## src/rtl/mips_pkg.sv

```systemverilog
// Shared constants for the MIPS core: exception/interrupt vectors, NOP, reset PC.
// The vectors depend on IF_KERNEL_BIT_EN, which makes PC[31] the kernel-mode bit.
package mips_pkg;

`ifdef IF_KERNEL_BIT_EN
  localparam logic        KERNEL_BIT_EN = 1'b1;
  localparam logic [31:0] IRQ_VEC       = 32'h8000_0004;
  localparam logic [31:0] EXC_VEC       = 32'h8000_0008;
`else
  localparam logic        KERNEL_BIT_EN = 1'b0;
  localparam logic [31:0] IRQ_VEC       = 32'h0000_0004;
  localparam logic [31:0] EXC_VEC       = 32'h0000_0008;
`endif

  localparam logic [31:0] NOP              = 32'h0000_0000;
  localparam logic [31:0] DEFAULT_RESET_PC = 32'h8000_0000;

  // Word-align an address and drop the kernel bit when it does not exist.
  function automatic logic [31:0] pc_legal(input logic [31:0] a);
    logic [31:0] r;
    r = {a[31:2], 2'b00};
    if (!KERNEL_BIT_EN) r[31] = 1'b0;
    return r;
  endfunction

endpackage

```

## src/rtl/if_id_reg.sv

```systemverilog
// IF/ID pipeline register: synchronous reset, bubble insertion, hold and normal load.
// Bubble has priority over hold so a redirect always squashes the fetched slot.
module if_id_reg
  import mips_pkg::*;
(
  input  logic        clk,
  input  logic        reset,
  input  logic        hold,
  input  logic        bubble,
  input  logic [31:0] instr,
  input  logic [31:0] pc_plus4,
  input  logic        irq_mark,
  output logic [31:0] id_instr,
  output logic [31:0] id_pc_plus4,
  output logic        id_valid,
  output logic        id_irq
);

  always_ff @(posedge clk) begin
    if (reset) begin
      id_instr    <= '0;
      id_pc_plus4 <= '0;
      id_valid    <= 1'b0;
      id_irq      <= 1'b0;
    end else if (bubble) begin
      id_instr    <= NOP;
      id_pc_plus4 <= pc_plus4;
      id_valid    <= 1'b0;
      id_irq      <= irq_mark;
    end else if (!hold) begin
      id_instr    <= instr;
      id_pc_plus4 <= pc_plus4;
      id_valid    <= 1'b1;
      id_irq      <= 1'b0;
    end
  end

endmodule

```

## src/rtl/if_fetch_stage.sv

```systemverilog
// Instruction-fetch stage: PC register, prioritised next-PC selection, interrupt
// edge latch and IF/ID register. Optional kernel bit via IF_KERNEL_BIT_EN.
module if_fetch_stage
  import mips_pkg::*;
#(
  parameter logic [31:0] RESET_PC = DEFAULT_RESET_PC
) (
  input  logic        clk,
  input  logic        reset,
  input  logic        stall,
  input  logic        ex_branch_taken,
  input  logic [31:0] ex_branch_target,
  input  logic        id_jump,
  input  logic [25:0] id_jump_index,
  input  logic        id_jr,
  input  logic [31:0] id_jr_target,
  input  logic        exc,
  input  logic        irq,
  output logic [31:0] imem_addr,
  input  logic [31:0] imem_instr,
  output logic [31:0] id_instr,
  output logic [31:0] id_pc_plus4,
  output logic        id_valid,
  output logic        id_irq
);

`ifdef IF_KERNEL_BIT_EN
  localparam logic [31:0] PC_INIT = {RESET_PC[31:2], 2'b00};
`else
  localparam logic [31:0] PC_INIT = '0;
`endif

  logic [31:0] pc;
  logic [31:0] pc_plus4;
  logic [31:0] pc_next;
  logic        irq_q;
  logic        irq_pending;
  logic        irq_edge;
  logic        irq_masked;
  logic        redirect;
  logic        take;

  assign pc_plus4  = pc + 32'd4;
  assign imem_addr = pc;
  assign irq_edge  = irq & ~irq_q;
  assign redirect  = exc | ex_branch_taken | id_jr | id_jump;

`ifdef IF_KERNEL_BIT_EN
  assign irq_masked = pc[31];
`else
  assign irq_masked = 1'b0;
`endif

  assign take = irq_pending & ~redirect & ~stall & ~irq_masked;

  always_comb begin
    pc_next = pc_plus4;
    if (exc)                  pc_next = EXC_VEC;
    else if (ex_branch_taken) pc_next = ex_branch_target;
    else if (id_jr)           pc_next = id_jr_target;
    else if (id_jump)         pc_next = {pc[31:28], id_jump_index, 2'b00};
    else if (take)            pc_next = IRQ_VEC;
    pc_next = pc_legal(pc_next);
  end

  always_ff @(posedge clk) begin
    if (reset) begin
      pc <= PC_INIT;
    end else if (redirect || take || !stall) begin
      pc <= pc_next;
    end
  end

  // A fresh edge in the take cycle re-arms pending instead of being lost.
  always_ff @(posedge clk) begin
    if (reset) begin
      irq_q       <= 1'b0;
      irq_pending <= 1'b0;
    end else begin
      irq_q <= irq;
      if (irq_edge)  irq_pending <= 1'b1;
      else if (take) irq_pending <= 1'b0;
    end
  end

  // On an interrupt take the squashed instruction's address is the return address.
  if_id_reg u_if_id_reg (
    .clk         (clk),
    .reset       (reset),
    .hold        (stall),
    .bubble      (redirect | take),
    .instr       (imem_instr),
    .pc_plus4    (take ? pc : pc_plus4),
    .irq_mark    (take),
    .id_instr    (id_instr),
    .id_pc_plus4 (id_pc_plus4),
    .id_valid    (id_valid),
    .id_irq      (id_irq)
  );

endmodule
```

## config.mk

```make
export PLATFORM = sky130hd
export DESIGN_NAME = if_fetch_stage
export DESIGN_NICKNAME = d
export VERILOG_FILES = /design/src/rtl/mips_pkg.sv /design/src/rtl/if_id_reg.sv /design/src/rtl/if_fetch_stage.sv
export SDC_FILE = /design/constraint.sdc
export NUM_CORES = 1
export LEC_CHECK = 0
export BUFFER_PORTS_ARGS = -buffer_cell sky130_fd_sc_hd__buf_2
export CAP_MARGIN = 40
export CORE_MARGIN = 2
export CORE_UTILIZATION = 54
export DETAILED_ROUTE_END_ITERATION = 10
export HOLD_SLACK_MARGIN = 0.02
export PLACE_DENSITY = 0.95
export SYNTH_ARGS = -nofsm -noshare
export SYNTH_HDL_FRONTEND = slang
export SYNTH_HIERARCHICAL = 1
export SYNTH_SLANG_ARGS = --single-unit
```

## constraint.sdc

```tcl
create_clock -name clk -period 7.3 [get_ports clk]
set_input_delay 2.19 -clock clk [delete_from_list [all_inputs] [get_ports clk]]
set_output_delay 2.19 -clock clk [all_outputs]
set_load 0.005 [all_outputs]
```

==> run metrics, run 1 <==
status=finished, final reports clean; die height=around 110 µm; hold path cells=2; CP arrival=slightly below 5 ns; power per cell area=between 150 and 200 mW/mm²; Worst path max stage delay=about 0.68 ns; Area after DPL=0.006888 mm²; vias per cell=roughly 6.1; nets=approximately 1,000; worst min-delay path class=reg -> reg; most common cell after layout, fill and taps aside=buf_2; RSZ-0062 raised after global routing=false; worst skew pair latency=0.39 ns; Register-to-Register Path Depth=8; cells after synthesis=697; Mapped Area=0.005912 mm²; PostCTS Resize Cnt=0; CTS max path bufs=2; most frequent cells in the layout=buf_2, dfxtp_1, nor2_1; CTS tree=done; worst-margin pin slew=around 0.9 ns; Slew headroom=38.53%; Final period util=about three fifths; post-CTS setup buffer count=0; CP required=about 7.6 ns; flops & latches, synth=97; YS warnings=6; via count=approximately 6,200; largest net degree at the start of global routing=82; clock sink count=slightly below 100; asr flop ratio synth=0%; dominant synthesized flop cell=dfxtp_1; CP Max Fanout=approximately 50; Post-synth EDFFs=0; Slowest cell on crit path=buf_2; Pleak=about 3.1 nW; Max Slew Vio Count=0; Seq/Total Area, Yosys=32.85%; wirelength, routed=18,550 µm; number of global-route vias before repair=between 5,000 and 6,000; Final Skew=~0.016 ns; Design Area, Final=about 0.0071 mm²; H-tree level count=3; hpwl dp=around 13,000 µm; VDD IR-drop max=~0.00009 V; CTS Hold Bufs=0; first-pass GRT wire length=approximately 29,000 µm; Synth Area per Inst=roughly 8.5 µm²; # diodes=0; Routed Antenna Nets=0; CTS clock-pin slew for the worst setup and hold paths=roughly 0.10 ns; IO buf count=218; Initial Utilization=~55%; startpoint types=input pin; Die W=108.6 µm; min Tclk post-route=4.499 ns; layout cells sized above 1=29.95%; die area=around 0.012 mm²; Fin Hold WS=roughly 0.48 ns; max frequency=222.3 MHz; synthesis-to-finish area growth=20.04%; root buffer cell=clkbuf_8; # setup viols final=0; initial antenna violation count=0; drt first-iter violations=723; post-synthesis cell type count=73; total track usage=about a third; Cell Rows=38; I/O pin cnt=about 230; setup TNS=0 ns; DRC=0; WL per Instance=approximately 18 µm; Setup CP Type=in -> reg; Core Region=0.01075 mm²; first-pass detailed-route iteration total=5; critical path, cell by cell=buf_2 -> nor2_1 -> nand2_1 -> inv_2 -> nor4_1 -> xor2_1 -> nand2b_1 -> o21ai_0; Final Hold Viols=0; gpl congestion=0.9610; GRT overflow=0; CTS buffer count=9; Max-Cap Viols=0; crit path capture type=register
## worst max-delay path, delay by kind of cell
family,cells,cell delay [ns]
buffers and inverters,2,0.99
xor gates and xnor gates,1,0.18
AOI/OAI and AO/OA,1,0.13
and+or+nand+nor,4,1.30
## synth_stat cells (all sizes together), types with 3 or more instances
| cell | n | area, µm² |
|---|---|---|
| dfxtp | 97 | 1942 |
| nor2 | 70 | 267.8 |
| o21ai | 50 | 250.2 |
| nand2b | 45 | 281.5 |
| nand2 | 36 | 135.1 |
| clkbuf | 34 | 132.6 |
| mux2i | 33 | 330.3 |
| nand4bb | 32 | 360.4 |
| buf | 31 | 250.2 |
| nand3 | 31 | 165.2 |
| xnor2 | 19 | 166.4 |
| xor2 | 17 | 148.9 |
| nor3 | 16 | 85.08 |
| nand4 | 14 | 93.84 |
| a21oi | 13 | 68.82 |
| inv | 13 | 48.79 |
| a221oi | 12 | 105.1 |
| nor4 | 11 | 102.6 |
| and3 | 8 | 51.30 |
| o22ai | 8 | 50.05 |
| a221o | 7 | 70.07 |
| o31ai | 7 | 52.55 |
| a211oi | 6 | 45.04 |
| a32oi | 6 | 52.55 |
| nor2b | 6 | 37.54 |
| o211ai | 6 | 45.04 |
| a211o | 5 | 43.79 |
| o2bb2ai | 5 | 43.79 |
| o41ai | 5 | 51.30 |
| or2 | 5 | 31.28 |
| a22oi | 4 | 30.03 |
| a31oi | 4 | 25.02 |
| a32o | 3 | 30.03 |
| and2 | 3 | 18.77 |
| and4 | 3 | 26.28 |
| o2111ai | 3 | 26.28 |
| o21a | 3 | 22.52 |
| o221ai | 3 | 26.28 |
| or4 | 3 | 22.52 |
## final cells by class
cell class / instances / area (µm²)
fill: 926 / 3649
multi-input combinational: 525 / 3552
sequential: 97 / 1942
timing repair buffer: 226 / 1166
tap: 140 / 175.2
clock buffer: 9 / 123.9
clock inverter: 7 / 85.08
inverter: 14 / 52.55
## through the flow
| stage | util (%) | setup WS [ns] | power [mW] | std cells |
|---|---|---|---|---|
| finish | 66.05 | 2.801 | 1.137 | 1018 |
| CTS | 66.05 | 2.925 | 1.137 | 1018 |
| global placement | 63.75 | 2.591 | 0.7610 | 999 |
| global route | 66.05 | 2.660 | 1.187 | 1018 |
| detailed placement | 64.10 | 2.534 | 0.7668 | 1002 |
| floorplan | - | 3.382 | 0.6903 | 701 |
## cell families (layout without fill, tap and decap cells)
family,after synthesis,after routing,synth area share (%)
simple gates,289,289,29.31
compound gates,160,160,19.07
flops,97,97,32.85
buf+inv,79,256,7.365
xor+xnor,36,36,5.333
mux,33,33,5.587
fa+ha+maj,2,2,0.4232
other cells,1,5,0.06343
## per-layer routing
layer	track usage (%)	part of all wire, %	vias to the layer above
li1	-	-	2917
met1	40.04	39	2811
met2	51.56	47	413
met3	7.531	12	49
met4	12.36	2.5	0
met5	0	0	-
## report_power, final
group | total (mW) | switching [mW] | leakage [nW] | internal [mW]
clock | 0.378 | 0.212 | 0.107 | 0.166
sequential | 0.575 | 0.0277 | 0.790 | 0.547
combinational | 0.184 | 0.0980 | 2.23 | 0.0864
## sequential cells by signal (all words and copies together), names as in the netlist
register / cells
imem_addr: 29
u_if_id_reg/id_pc_plus4: 32
irq_q: 1
u_if_id_reg/id_instr: 32
irq_pending: 1
u_if_id_reg/id_irq: 1
u_if_id_reg/id_valid: 1
## path summary, 6_finish.rpt
path	start	to	slack (ns)
max	ex_branch_taken	u_if_id_reg/id_pc_plus4[24]	2.80
min	u_if_id_reg/id_valid	u_if_id_reg/id_valid	0.48
max reg2reg	imem_addr[3]	u_if_id_reg/id_pc_plus4[18]	4.51
min reg2reg	u_if_id_reg/id_valid	u_if_id_reg/id_valid	0.48
(Power assumes the default switching activity.)
==> run 2, diff against run 1 <==
Settings changed: CORE_UTILIZATION 54 to 45, PLACE_DENSITY 0.95 to 0.88.
Clock period 7.3 ns to 4 ns, I/O delays scaled along.
==> run metrics, run 2 (synthesis gave the netlist of run 1 again) <==
CTS clock-pin slew for the worst setup and hold paths=0.07 ns (-0.03 ns); hpwl dp=13,980 µm (+3.8%); Hold Crit Start=u_if_id_reg/id_valid; reg2reg setup slack=1.37 ns (-3.14 ns); nets=1,010 (+0.50%); CP arrival=3.16 ns (-1.65 ns); Worst Hold End=u_if_id_reg/id_valid; post-CTS setup buffer count=0 (unchanged); startpoint types=input pin; IO buf count=218 (unchanged); VDD IR-drop max=0.0001890 V (+120%); min Tclk post-route=approximately 2.9 ns; Max-Cap Viols=0 (unchanged); CP required=4.29 ns (-3.32 ns); # diodes=0 (unchanged); FF-to-FF Start=imem_addr[3]; Core Region=0.01272 mm² (+18%); GRT overflow=0 (unchanged); wirelength, routed=18,770 µm (+1.2%); Pwr Total=2.278 mW (+100%); power per cell area=313.8 mW/mm² (+96%); drt first-iter violations=560 (-23%); WL per Instance=17.80 µm (-2.3%); Die W=118.6 µm (+9.2%); CTS tree=done; Pleak=3.189 nW (+1.8%); Initial Utilization=46.47% (-8.5 points); synthesis-to-finish area growth=22.79%; worst slack, placed=0.8712 ns (-1.662 ns); layout cells sized above 1=30.35% (+0.40 points); setup TNS=0 ns (unchanged); via count=6,203 (+0.21%); CTS Hold Bufs=0 (unchanged); Max Slew Vio Count=0 (unchanged); die area=0.01407 mm² (+19%); Final period util=a little under three quarters; Slew headroom=41.65% (+3.1 points); CTS buffer count=9 (unchanged); total track usage=26.44% (-5.0 points); initial antenna violation count=0 (unchanged); root buffer cell=clkbuf_16; crit path capture type=register; I/O pin cnt=228 (unchanged); first-pass detailed-route iteration total=5 (unchanged); most frequent cells in the layout=buf_2, dfxtp_1, nor2_1; post-layout util=57.06% (-9.0 points); largest net degree at the start of global routing=71 (-13%); Final Hold Viols=0 (unchanged); first-pass GRT wire length=29,720 µm (+2.1%); # setup viols final=0 (unchanged); worst-margin pin slew=0.8752 ns (-0.04681 ns); gpl congestion=0.9428 (-1.9%); Worst R2R End=u_if_id_reg/id_pc_plus4[28]; hold path cells=2 (unchanged); number of global-route vias before repair=5,645 (-2.3%); Final Skew=0.007509 ns (-0.008579 ns); Routed Antenna Nets=0 (unchanged); CTS max path bufs=2 (unchanged); CP Max Fanout=19 (-61%); worst min-delay path class=reg -> reg; status=finished, final reports clean; Setup CP Type=in -> reg; Cell Rows=41 (+7.9%); Register-to-Register Path Depth=8 (unchanged); vias per cell=5.880 (-3.3%); post-route worst setup slack=1.126 ns (-1.675 ns); max frequency=347.9 MHz; DRC=0 (unchanged); PostCTS Resize Cnt=0 (unchanged); most common cell after layout, fill and taps aside=buf_2; RSZ-0062 raised after global routing=false; worst skew pair latency=0.36 ns (-0.03 ns); clock sink count=97 (unchanged); H-tree level count=3 (unchanged); die height=118.6 µm (+9.2%)
-- run 2: changes by cell type in the layout (fill, tap and decap cells not counted), sizes merged --
cell      previous run  this run
buf                226       231
clkbuf               9        10
clkinv               3         4
clkinvlp             0         2
inv                 17        13
-- run 2: per-stage QoR --
step	cells	hold WS [ns]	area, µm²
2_1_floorplan	701	0.4398	5927
6_report	1055	0.4447	7259
3_3_place_gp	1039	0.4317	6953
4_1_cts	1055	0.4476	7259
3_5_place_dp	1039	0.4368	6953
5_1_grt	1055	0.4762	7259
-- run 2: cell type report --
class | instances | area [µm²]
clock buffer | 10 | 239.0
clock inverter | 6 | 67.56
fill | 1199 | 5463
inverter | 14 | 52.55
multi-input combinational | 525 | 3552
sequential | 97 | 1942
tap | 172 | 215.2
timing repair buffer | 231 | 1191
-- run 2: worst max-delay path by stage --
| stage | start | endpoint | slack, ns | cells after the start |
|---|---|---|---|---|
| final | id_jump | imem_addr[23] | 1.13 | 7 |
| after global routing | id_jump | imem_addr[23] | 1.08 | 7 |
| after CTS | id_jump | imem_addr[23] | 1.23 | 7 |
| after detailed placement | id_jump | imem_addr[23] | 0.87 | 7 |
| after global placement | id_jump | imem_addr[23] | 0.87 | 7 |
| after floorplan | id_jr | imem_addr[2] | 1.07 | 10 |
-- run 2: critical path, stage by stage --
cell and delay, ns:
buf_2 0.23, nor2_1 0.27, nand3_1 0.31, nor2_1 0.60, buf_4 0.31, o41ai_1 0.08, o22ai_1 0.16
-- run 2: power breakdown --
part / switching [mW] / internal [mW] / leakage (nW)
Clock: 0.387 / 0.502 / 0.145
Sequential: 0.0492 / 0.999 / 0.790
Combinational: 0.181 / 0.160 / 2.25
Total: 0.617 / 1.66 / 3.19
-- run 2: layer usage --
layer	part of all wire, %	vias up	GRT usage, %	routed length, µm
met5	0	-	0	0
li1	-	2921	-	-
met3	11	58	7.722	2027
met1	41	2827	34.31	7661
met2	45	397	40.63	8416
met4	3.6	0	11.61	669
